===== src/rtl/line_window_ctrl.sv =====
// Purpose: frame/line sequencer for the edge-detection window; tracks pixel (x,y), gates the line-delay chain.
// Latency: shift_en is combinational; out_* and frame_done appear PIPE_LAT cycles after the accepting edge.
// Backpressure: none; every pix_valid seen in ACTIVE (or with frame_start) is accepted unconditionally.
//
// Ports:
//   clk, reset         - rising-edge clock, synchronous active-high reset
//   frame_start        - one-cycle pulse on the first pixel slot of a frame
//   pix_valid          - camera pixel present this cycle
//   shift_en           - enable for the line-delay chain (pixel accepted this cycle)
//   out_valid/out_border/out_x/out_y - delayed per-pixel strobe, border flag and coordinates
//   frame_done         - pulse coincident with the last out_valid of a complete frame
//   err_short          - pulse the cycle after a frame restarts mid-frame
//   frame_cnt          - completed-frame counter
// Optional feature: define LINE_WIN_STATS_EN to build frame_cnt and err_short; otherwise both are tied to 0.
module line_window_ctrl #(
  parameter int IMG_WIDTH  = 640,
  parameter int IMG_HEIGHT = 480,
  parameter int XW         = 10,
  parameter int YW         = 9,
  parameter int PIPE_LAT   = 1
) (
  input  logic          clk,
  input  logic          reset,
  input  logic          frame_start,
  input  logic          pix_valid,
  output logic          shift_en,
  output logic          out_valid,
  output logic          out_border,
  output logic [XW-1:0] out_x,
  output logic [YW-1:0] out_y,
  output logic          frame_done,
  output logic          err_short,
  output logic [15:0]   frame_cnt
);

  localparam logic [1:0] S_IDLE   = 2'd0;
  localparam logic [1:0] S_ACTIVE = 2'd1;
  localparam logic [1:0] S_DONE   = 2'd2;

  localparam logic [XW-1:0] X_LAST = XW'(IMG_WIDTH - 1);
  localparam logic [YW-1:0] Y_LAST = YW'(IMG_HEIGHT - 1);

  typedef struct packed {
    logic          vld;
    logic          border;
    logic          last;
    logic [XW-1:0] x;
    logic [YW-1:0] y;
  } pipe_t;

  logic [1:0]    state_q;
  logic [XW-1:0] x_q;
  logic [YW-1:0] y_q;
  logic [XW-1:0] cur_x;
  logic [YW-1:0] cur_y;
  logic          accept;
  logic          last_pix;
  pipe_t         pipe_in;
  pipe_t         pipe_q [PIPE_LAT];

  // frame_start in any state restarts the coordinates, so a coincident pixel is always (0,0).
  assign cur_x    = frame_start ? '0 : x_q;
  assign cur_y    = frame_start ? '0 : y_q;
  assign accept   = pix_valid & ((state_q == S_ACTIVE) | frame_start);
  assign shift_en = accept;
  assign last_pix = accept & (cur_x == X_LAST) & (cur_y == Y_LAST);

  always_comb begin
    pipe_in = '0;
    if (accept) begin
      pipe_in.vld    = 1'b1;
      // The 3x3 window centred at (x-1,y-1) is incomplete in the first two rows/columns.
      pipe_in.border = (cur_x < XW'(2)) | (cur_y < YW'(2));
      pipe_in.last   = last_pix;
      pipe_in.x      = cur_x;
      pipe_in.y      = cur_y;
    end
  end

  always_ff @(posedge clk) begin
    if (reset) begin
      state_q <= S_IDLE;
    end else if (last_pix) begin
      state_q <= S_DONE;
    end else if (frame_start) begin
      state_q <= S_ACTIVE;
    end else if (state_q == S_DONE) begin
      state_q <= S_IDLE;
    end
  end

  always_ff @(posedge clk) begin
    if (reset) begin
      x_q <= '0;
      y_q <= '0;
    end else if (accept) begin
      if (cur_x == X_LAST) begin
        x_q <= '0;
        y_q <= (cur_y == Y_LAST) ? '0 : cur_y + YW'(1);
      end else begin
        x_q <= cur_x + XW'(1);
        y_q <= cur_y;
      end
    end else if (frame_start) begin
      x_q <= '0;
      y_q <= '0;
    end
  end

  // Fixed-depth delay; empty slots carry all-zero entries so idle outputs read 0.
  always_ff @(posedge clk) begin
    if (reset) begin
      for (int i = 0; i < PIPE_LAT; i++) pipe_q[i] <= '0;
    end else begin
      pipe_q[0] <= pipe_in;
      for (int i = 1; i < PIPE_LAT; i++) pipe_q[i] <= pipe_q[i-1];
    end
  end

  assign out_valid  = pipe_q[PIPE_LAT-1].vld;
  assign out_border = pipe_q[PIPE_LAT-1].border;
  assign out_x      = pipe_q[PIPE_LAT-1].x;
  assign out_y      = pipe_q[PIPE_LAT-1].y;
  assign frame_done = pipe_q[PIPE_LAT-1].last;

`ifdef LINE_WIN_STATS_EN
  logic        err_q;
  logic [15:0] cnt_q;

  always_ff @(posedge clk) begin
    if (reset) begin
      err_q <= 1'b0;
      cnt_q <= '0;
    end else begin
      err_q <= frame_start & (state_q == S_ACTIVE);
      if (frame_done) cnt_q <= cnt_q + 16'd1;
    end
  end

  assign err_short = err_q;
  assign frame_cnt = cnt_q;
`else
  assign err_short = 1'b0;
  assign frame_cnt = '0;
`endif

endmodule

===== config.mk =====
export PLATFORM = sky130hd
export DESIGN_NAME = line_window_ctrl
export DESIGN_NICKNAME = d
export VERILOG_FILES = /design/src/rtl/line_window_ctrl.sv
export SDC_FILE = /design/constraint.sdc
export NUM_CORES = 1
export LEC_CHECK = 0
export CAP_MARGIN = 30
export CORE_ASPECT_RATIO = 0.7
export CORE_MARGIN = 1
export CORE_UTILIZATION = 53
export DETAILED_ROUTE_END_ITERATION = 16
export GPL_TIMING_DRIVEN = 0
export PLACE_DENSITY = 0.84
export SETUP_SLACK_MARGIN = 0.02
export SLEW_MARGIN = 20
export SYNTH_ARGS = -nofsm -noshare
export SYNTH_HDL_FRONTEND = slang
export SYNTH_SLANG_ARGS = --single-unit

===== constraint.sdc =====
create_clock -name clk -period 5.3 [get_ports clk]
set_input_delay 1.06 -clock clk [delete_from_list [all_inputs] [get_ports clk]]
set_output_delay 1.06 -clock clk [all_outputs]
set_load 0.005 [all_outputs]

; ---- Word-level counts from Yosys, hierarchy flattened
; Memories as Yosys holds them, arrays and structs flattened.
; Index checks and enable logic that the tools add are counted.
; Widths: inputs -> output; s select.
[totals]
elab_cells = 38
latch_bits = 0
input_bits = 4
rom_bits = 0
ramBits = 22
memories = 1
regBits = 21
out_inout_bits = 40
[mem_list]
columns = memory, words, width, read_ports, rd_ports_with_merged_regs, wr, line_no
row1 = pipe_q, 1, 22, 1, 0, 1, 59  ; pipe_t pipe_q [PIPE_LAT];
[op_classes]
n_reduce_logical = 4
n_div = 0
multipliers = 0
bitwise_logic = 5
shifts = 0
add_sub_neg = 2
n_lt_le_gt_ge = 2
n_mux = 16
eq_ne = 4
[op_table]
columns = cell, n
row1 = $mux 22, 2
row2 = $mux 9, 4
row3 = $mux 10, 3
row4 = $reduce_or 22->1, 1
row5 = $add 10x1->10 const B, 1
row6 = $eq 10x10->1 const B, 1
row7 = $lt 10x2->1 const B, 1
row8 = $add 9x1->9 const B, 1
row9 = $eq 9x9->1 const B, 1
row10 = $lt 9x2->1 const B, 1
row11 = $mux 2, 3
row12 = $mux 1, 4
row13 = $and 1x1->1, 3
row14 = $reduce_bool 3->1, 1
row15 = $eq 2x1->1 const B, 1
row16 = $eq 2x2->1 const B, 1
row17 = $or 1x1->1, 2
row18 = $reduce_bool 2->1, 1
row19 = $reduce_or 2->1, 1

; ---- Logic depth before layout (Yosys ltp)
; Gate-level depths: netlist of run 1.
[logic_depth]
word_depth = 7
ltp_mapped = 10
mapped_depth_nobuf = 7

; ---- Worst setup path after synthesis of run 1
; Ideal clock, no wire load.
[synth_path]
path_kind = in2reg
start = input frame_start
end = register state_q[0]
setup_time_ps = 131
path_slack_ps = 2264
path_stages = 10
required_time_ps = 5169
t_arrival_ps = 2905
path_buffers = 3
cell_sequence = buf_6 clkbuf_1 nand2b_1 inv_1 ha_1 nand3_2 or4_1 buf_2 o31ai_2 nor2_1
[synth_between]
elab_cells_between_ends = 11
classes_between = eq/ne (2) / mux (3) / bitwise (4) / reduce/logical (2)
[synth_rtl]
columns = element, line_no
row1 = start: declaration, 24  ; input logic frame_start,
row2 = $mux 9, n/a
row3 = named net cur_y[0], 55  ; logic [YW-1:0] cur_y;
row4 = $eq 9x9->1, 66  ; assign last_pix = accept & (cur_x == X_LAST) & (cur_y == Y_LAST);
row5 = $and 1x1->1, 66
row6 = $reduce_or 2->1 (no source line), n/a
row7 = end signal: assignment, 82  ; state_q <= S_IDLE;
row8 = end signal: assignment, 84  ; state_q <= S_DONE;
row9 = end signal: assignment, 86  ; state_q <= S_ACTIVE;
row10 = end: declaration, 51  ; logic [1:0] state_q;
; The timed path passes the listed nets, and every way through them passes these cells.
; A chain may end at the register's enable or synchronous reset.

; ---- Final worst setup path of run 1
[layout_path]
start = input pix_valid
end = output shift_en
[layout_between]
elab_chain_len = 1
[layout_rtl]
columns = element, line_no
row1 = start: declaration, 25  ; input logic pix_valid,
row2 = $and 1x1->1, 64  ; assign accept = pix_valid & ((state_q == S_ACTIVE) | frame_start);
row3 = end: declaration, 26  ; output logic shift_en,
; No other way between the ends.

==> reports/metrics.cfg, run 1 <==
[timing]
tns_ns = 0
finalCriticalPeriod_ns = 3.60
hold_slack_ns = 0.516
slew_violations = 0
timing.fmax_mhz = 278
worst_pin_slew_ns = 0.511
period_share_pct = 67.9
setup_viol_count_final = 0
rsz0062_at_grt = no
timing_hold_violations_final = 0
fin_skew_ns = 0.00757
relSlewSlack_pct = 65.6

[finish]
nets = 266
syn_to_final_growth_pct = 26.2
layout_common_cells = 43 x dfxtp_1, 25 x clkdlybuf4s50_1, 17 x buf_4, 17 x conb_1, 13 x nor3_1
diodes = 0
layout_commonest_cell = dfxtp_1
fillers = 270
stdcell_area_sq_mm = 0.00241
drive_gt1_share_pct = 13.0

[pwr]
p_leak_uw = 0.000952
irDropWorstVdd_v = 0.000211
power.density_mw_per_mm2 = 273

[setup_path]
worst-path-max-fanout = 6
crit_family = buffers and inverters
startpoint = pix_valid
path_class = primary input to output port
regToRegSetupSlack_ns = 2.92
critPathMostFrequentCell = clkdlybuf4s50_1
worstSetupEndpointType = output port
r2r-start = y_q[1]
reg2reg_depth = 7
worst_path_max_delay_cell = clkdlybuf4s50_1
path_buf_inv = 3
cp_data_arrival_time_ns = 2.54
crit_end = shift_en
cp-start-kind = primary input
path_depth = 4
crit_chain = clkdlybuf4s50_1 -> o21ai_0 -> inv_1 -> clkdlybuf4s50_1
r2r_end = state_q[0]
crit_path_max_incr_delay_ns = 0.53
worstPathRequired_ns = 4.24

[clock_tree]
htreeDepth = 2
cts_tree = done
root_buffer = clkbuf_8
clk_pin_slew_ns = 0.08
post_cts_buffers = 0
cts_max_path_buffers = 2
cts.repair.resized = 0
cts_buffers = 5
cts.sinks = 43
cts.hold.buffers_added = 0
clock_latency_ns = 0.30

[run]
drv_cap = 0

[outcome]
status = finished clean

[grt]
track_usage_pct = 24.5
grt_max_degree = 14
antenna_found_initial = 0
grt-ovfl-total = 0
grt_pass1_wl_microns = 6830
grt_pass1_vias = 1416

[logic_synthesis]
synth_area_sq_mm = 0.00191
synth_seq_cells = 43
ys_types = 38
syn_area_per_cell_sq_um = 9.02
synth_warnings = 0
syn_inst = 212
synth_seq_area_share_pct = 45.0

[floorplanning]
chipWidth_microns = 73.8
die_y_microns = 52.3
core_sq_mm = 0.00330
io_pins = 44
rows = 17
die_area_sq_mm = 0.00386
start_util_pct = 58.0

[route]
drcViolationCount = 0
vias = 1652
wl_per_cell_microns = 13.6
drt_wl_total_microns = 4190
dr.pass1.iters = 5
drt-initial-drc-count = 201
drtAntennaViolNets = 0
viasPerCell = 5.36

[place]
placed_area_sq_mm = 0.00228
numPortBuffers = 25
dpl.hpwl_microns = 3020
place_congestion = 0.900

[hold_path]
min-delay-start = state_q[1]
hold_path.class = register to register

==> worst min path at each step <==
stage,endpoint,slack (ns),cells after the start
global route,state_q[1],0.55,2
detailed placement,pipe_q[0][7],0.50,2
CTS,pipe_q[0][7],0.51,2
global placement,state_q[0],0.50,2
floorplan,state_q[0],0.47,2
finish,state_q[1],0.52,2
==> cells by family after synthesis <==
group,after synthesis,synth area share (%)
DFF,43,45.0
adders and majority gates,2,1.31
buffers and inverters,37,11.3
xor gates and xnor gates,8,3.66
AOI/OAI and AO/OA,30,10.3
other,1,0.196
and+or+nand+nor,91,28.2
==> Yosys cell counts <==
cell | n | share of area, %
dfxtp_1 | 43 | 45
buf_4 | 17 | 6.7
nor3_1 | 13 | 3.4
a21oi_1 | 12 | 3.1
nor2_1 | 11 | 2.2
and2_1 | 9 | 2.9
nand2_1 | 9 | 1.8
inv_1 | 8 | 1.6
nand2b_1 | 7 | 2.3
clkbuf_1 | 6 | 1.2
nand3_1 | 6 | 1.6
nand4_1 | 6 | 2.0
nor2b_1 | 6 | 2.0
o211ai_1 | 6 | 2.4
buf_2 | 5 | 1.3
xnor2_1 | 5 | 2.3
a211o_1 | 4 | 1.8
and4b_1 | 4 | 2.1
o21ai_0 | 4 | 1.0
or3_1 | 4 | 1.3
and3_1 | 3 | 0.98
and4_1 | 3 | 1.4
nor4_1 | 3 | 0.98
xor2_1 | 3 | 1.4
ha_1 | 2 | 1.3
a211oi_1 | 1 | 0.39
a21oi_2 | 1 | 0.46
a221oi_1 | 1 | 0.46
and3b_1 | 1 | 0.46
buf_6 | 1 | 0.59
conb_1 | 1 | 0.20
nand2b_4 | 1 | 0.72
nand3_2 | 1 | 0.52
nand3b_1 | 1 | 0.39
nor3b_1 | 1 | 0.39
nor4bb_1 | 1 | 0.52
o31ai_2 | 1 | 0.65
or4_1 | 1 | 0.39
==> cell type report <==
class,instances,area (sq um),share of cell area [%]
multi-input cells,148,896,37.1
flip-flops and latches,43,861,35.6
repair buffers,25,250,10.4
plain buffers,29,186,7.72
clock buffers,6,72.6,3.01
clock inverters,2,60.1,2.49
well taps,47,58.8,2.44
inverters,8,30.0,1.24
==> metrics by stage <==
stage | total power [uW] | cells | setup slack, ns | util (%)
after floorplan | 361 | 228 | 2.26 | -
after global placement | 370 | 300 | 1.76 | 69.2
after detailed placement | 371 | 300 | 1.75 | 69.2
after CTS | 663 | 308 | 1.72 | 73.2
after global routing | 682 | 308 | 1.63 | 73.2
final | 660 | 308 | 1.70 | 73.2
==> registers in the layout, indices dropped and copies added, names as in the netlist <==
signal	count
x_q	10
pipe_q	22
state_q	2
y_q	9
==> worst reg2reg max path: stages, from the launching register on <==
cell and delay, ns:
dfxtp_1 0.37, nor2b_1 0.26, ha_1 0.28, nand3_2 0.12, or4_1 0.50, buf_2 0.18, o31ai_2 0.44, nor2_1 0.10
==> power by group <==
| part | leakage (uW) | switching [uW] | internal [uW] |
|---|---|---|---|
| Combinational | 0.000540 | 20.5 | 17.8 |
| Clock | 0.0000654 | 108 | 188 |
| Sequential | 0.000347 | 1.00 | 325 |
==> routing by layer <==
| metal | track usage (%) | part of all wire (%) | vias to the layer above |
|---|---|---|---|
| met5 | 0 | 0 | - |
| met4 | 10.9 | 1.8 | 0 |
| met3 | 5.77 | 7.3 | 10 |
| met2 | 36.4 | 45 | 79 |
| met1 | 33.9 | 46 | 767 |
| li1 | - | - | 796 |
No activity file was read; power rests on OpenSTA's default activity.
==> run 2: changes to the inputs <==
--- a/config.mk
+++ b/config.mk
@@ -8,10 +8,10 @@
 export CAP_MARGIN = 30
 export CORE_ASPECT_RATIO = 0.7
 export CORE_MARGIN = 1
-export CORE_UTILIZATION = 53
+export CORE_UTILIZATION = 49
 export DETAILED_ROUTE_END_ITERATION = 16
 export GPL_TIMING_DRIVEN = 0
-export PLACE_DENSITY = 0.84
+export PLACE_DENSITY = 0.78
 export SETUP_SLACK_MARGIN = 0.02
 export SLEW_MARGIN = 20
 export SYNTH_ARGS = -nofsm -noshare
==> constraint.sdc (replaced) <==
create_clock -name clk -period 3.6 [get_ports clk]
set_input_delay 0.72 -clock clk [delete_from_list [all_inputs] [get_ports clk]]
set_output_delay 0.72 -clock clk [all_outputs]
set_load 0.005 [all_outputs]
==> run 2 against run 1 <==
Clock power barely moved. Power rose by 27%. Count of clock-buffer cells in the layout fell by 1. Hold slack got worse by 0.0038 ns. Flip-flop and latch count did not move. Cell count rose by 0.97%. Via count fell by 5.1%. Critical path type unchanged. Critical endpoint unchanged.
==> reports/metrics.cfg, run 2 (synthesis gave the netlist of run 1 again) <==
[outcome]
status = finished clean

[grt]
antenna_found_initial = 0
grt_pass1_wl_microns = 6240
met3_usage_pct = 4.67
grt-ovfl-total = 0
grt_pass1_vias = 1329
track_usage_pct = 20.4
busiest_layer = met2
grt_use_met1_pct = 28.5
grt_max_degree = 15
use_met2_pct = 29.0

[pwr]
p_leak_uw = 0.000927
power.density_mw_per_mm2 = 352
finalPower_uw = 835
irDropWorstVdd_v = 0.000236

[place]
numPortBuffers = 25
place_ws_ns = 0.451
dpl.hpwl_microns = 2870
place_congestion = 0.824

[setup_path]
regToRegSetupSlack_ns = 1.20
r2r_end = state_q[0]
r2r-start = y_q[1]
cp-start-kind = primary input
path_buf_inv = 3
crit_chain = clkdlybuf4s50_1 -> o21ai_0 -> inv_1 -> clkdlybuf4s50_1
critPathMostFrequentCell = clkdlybuf4s50_1
crit_family = buffers and inverters
crit_path_max_incr_delay_ns = 0.54
cp_data_arrival_time_ns = 2.20
worst-path-max-fanout = 6
path_class = primary input to output port
worstSetupEndpointType = output port
reg2reg_depth = 7
worstPathRequired_ns = 2.88
worst_path_max_delay_cell = clkdlybuf4s50_1

[finish]
layout_common_cells = 43 x dfxtp_1, 25 x clkdlybuf4s50_1, 17 x buf_4, 17 x conb_1, 13 x nor3_1
syn_to_final_growth_pct = 24.1
top_register = pipe_q
diodes = 0
largest_register_ffs = 22
nets = 266
top_regs = pipe_q x22, x_q x10, y_q x9
layout_commonest_cell = dfxtp_1
fillers = 308
drive_gt1_share_pct = 13.4
fin_util_pct = 65.5

[hold_path]
holdPathEnd = state_q[0]
hold_path.class = register to register
min_path_cells = 2
min-delay-start = state_q[0]

[timing]
worst_pin_slew_ns = 0.574
relSlewSlack_pct = 61.5
finalCriticalPeriod_ns = 2.92
setup_slack_ns = 0.684
timing_hold_violations_final = 0
fin_skew_ns = 0.00477
slew_violations = 0
period_share_pct = 81.0
tns_ns = 0
rsz0062_at_grt = no
timing.fmax_mhz = 343
setup_viol_count_final = 0

[route]
vias = 1568
drcViolationCount = 0
drt_wl_total_microns = 3930
dr.pass1.iters = 4
viasPerCell = 5.04
drtAntennaViolNets = 0
drt-initial-drc-count = 97
wl_per_cell_microns = 12.6

[floorplanning]
rows = 18
die_area_sq_mm = 0.00416
chipWidth_microns = 76.7
die_y_microns = 54.3
core_sq_mm = 0.00363
io_pins = 44
start_util_pct = 52.8

[clock_tree]
cts_buffers = 5
clk_pin_slew_ns = 0.07
clock_latency_ns = 0.30
cts.repair.resized = 0
htreeDepth = 2
cts_max_path_buffers = 2
post_cts_buffers = 0
cts.sinks = 43
root_buffer = clkbuf_8
cts.hold.buffers_added = 0
cts_tree = done

[run]
drv_cap = 0

[run 2: how the worst max path moves through the flow]
stage	startpoint	endpoint	cells past startpoint
after global placement	frame_start	state_q[0]	10
final	pix_valid	shift_en	4
after floorplan	frame_start	state_q[0]	10
after detailed placement	frame_start	state_q[0]	10
after global routing	frame_start	state_q[0]	10
after CTS	pix_valid	shift_en	4
[run 2: stage by stage]
step / hold WS (ns) / instance area [sq um] / cells
3_5_place_dp: 0.504 / 2290 / 303
6_report: 0.512 / 2370 / 311
3_3_place_gp: 0.495 / 2290 / 303
4_1_cts: 0.515 / 2370 / 311
5_1_grt: 0.542 / 2370 / 311
2_1_floorplan: 0.470 / 1970 / 228
[run 2: power by group]
part / internal [uW] / leakage [uW] / switching [uW]
registers: 478 / 0.000347 / 1.35
logic: 26.2 / 0.000540 / 30.3
clock network: 135 / 0.0000402 / 164
total: 639 / 0.000927 / 196
[run 2: metal layers]
layer	routed length (microns)	up-vias
met5	0	-
met3	251	10
met1	2000	691
met2	1590	65
met4	89	0
li1	-	802
[run 2: area by class of cell]
| type | instances | area [sq um] | share of cell area (%) |
|---|---|---|---|
| Buffer | 29 | 186 | 7.85 |
| Clock buffer | 5 | 68.8 | 2.90 |
| Multi-Input combinational cell | 148 | 896 | 37.7 |
| Clock inverter | 3 | 20.0 | 0.843 |
| Tap cell | 50 | 62.6 | 2.63 |
| Inverter | 8 | 30.0 | 1.26 |
| Timing Repair Buffer | 25 | 250 | 10.5 |
| Sequential cell | 43 | 861 | 36.2 |
[run 2: worst reg2reg max path: stages, from the launching register on]
cell and delay [ns]:
dfxtp_1 0.36, nor2b_1 0.24, ha_1 0.27, nand3_2 0.13, or4_1 0.52, buf_2 0.17, o31ai_2 0.49, nor2_1 0.10
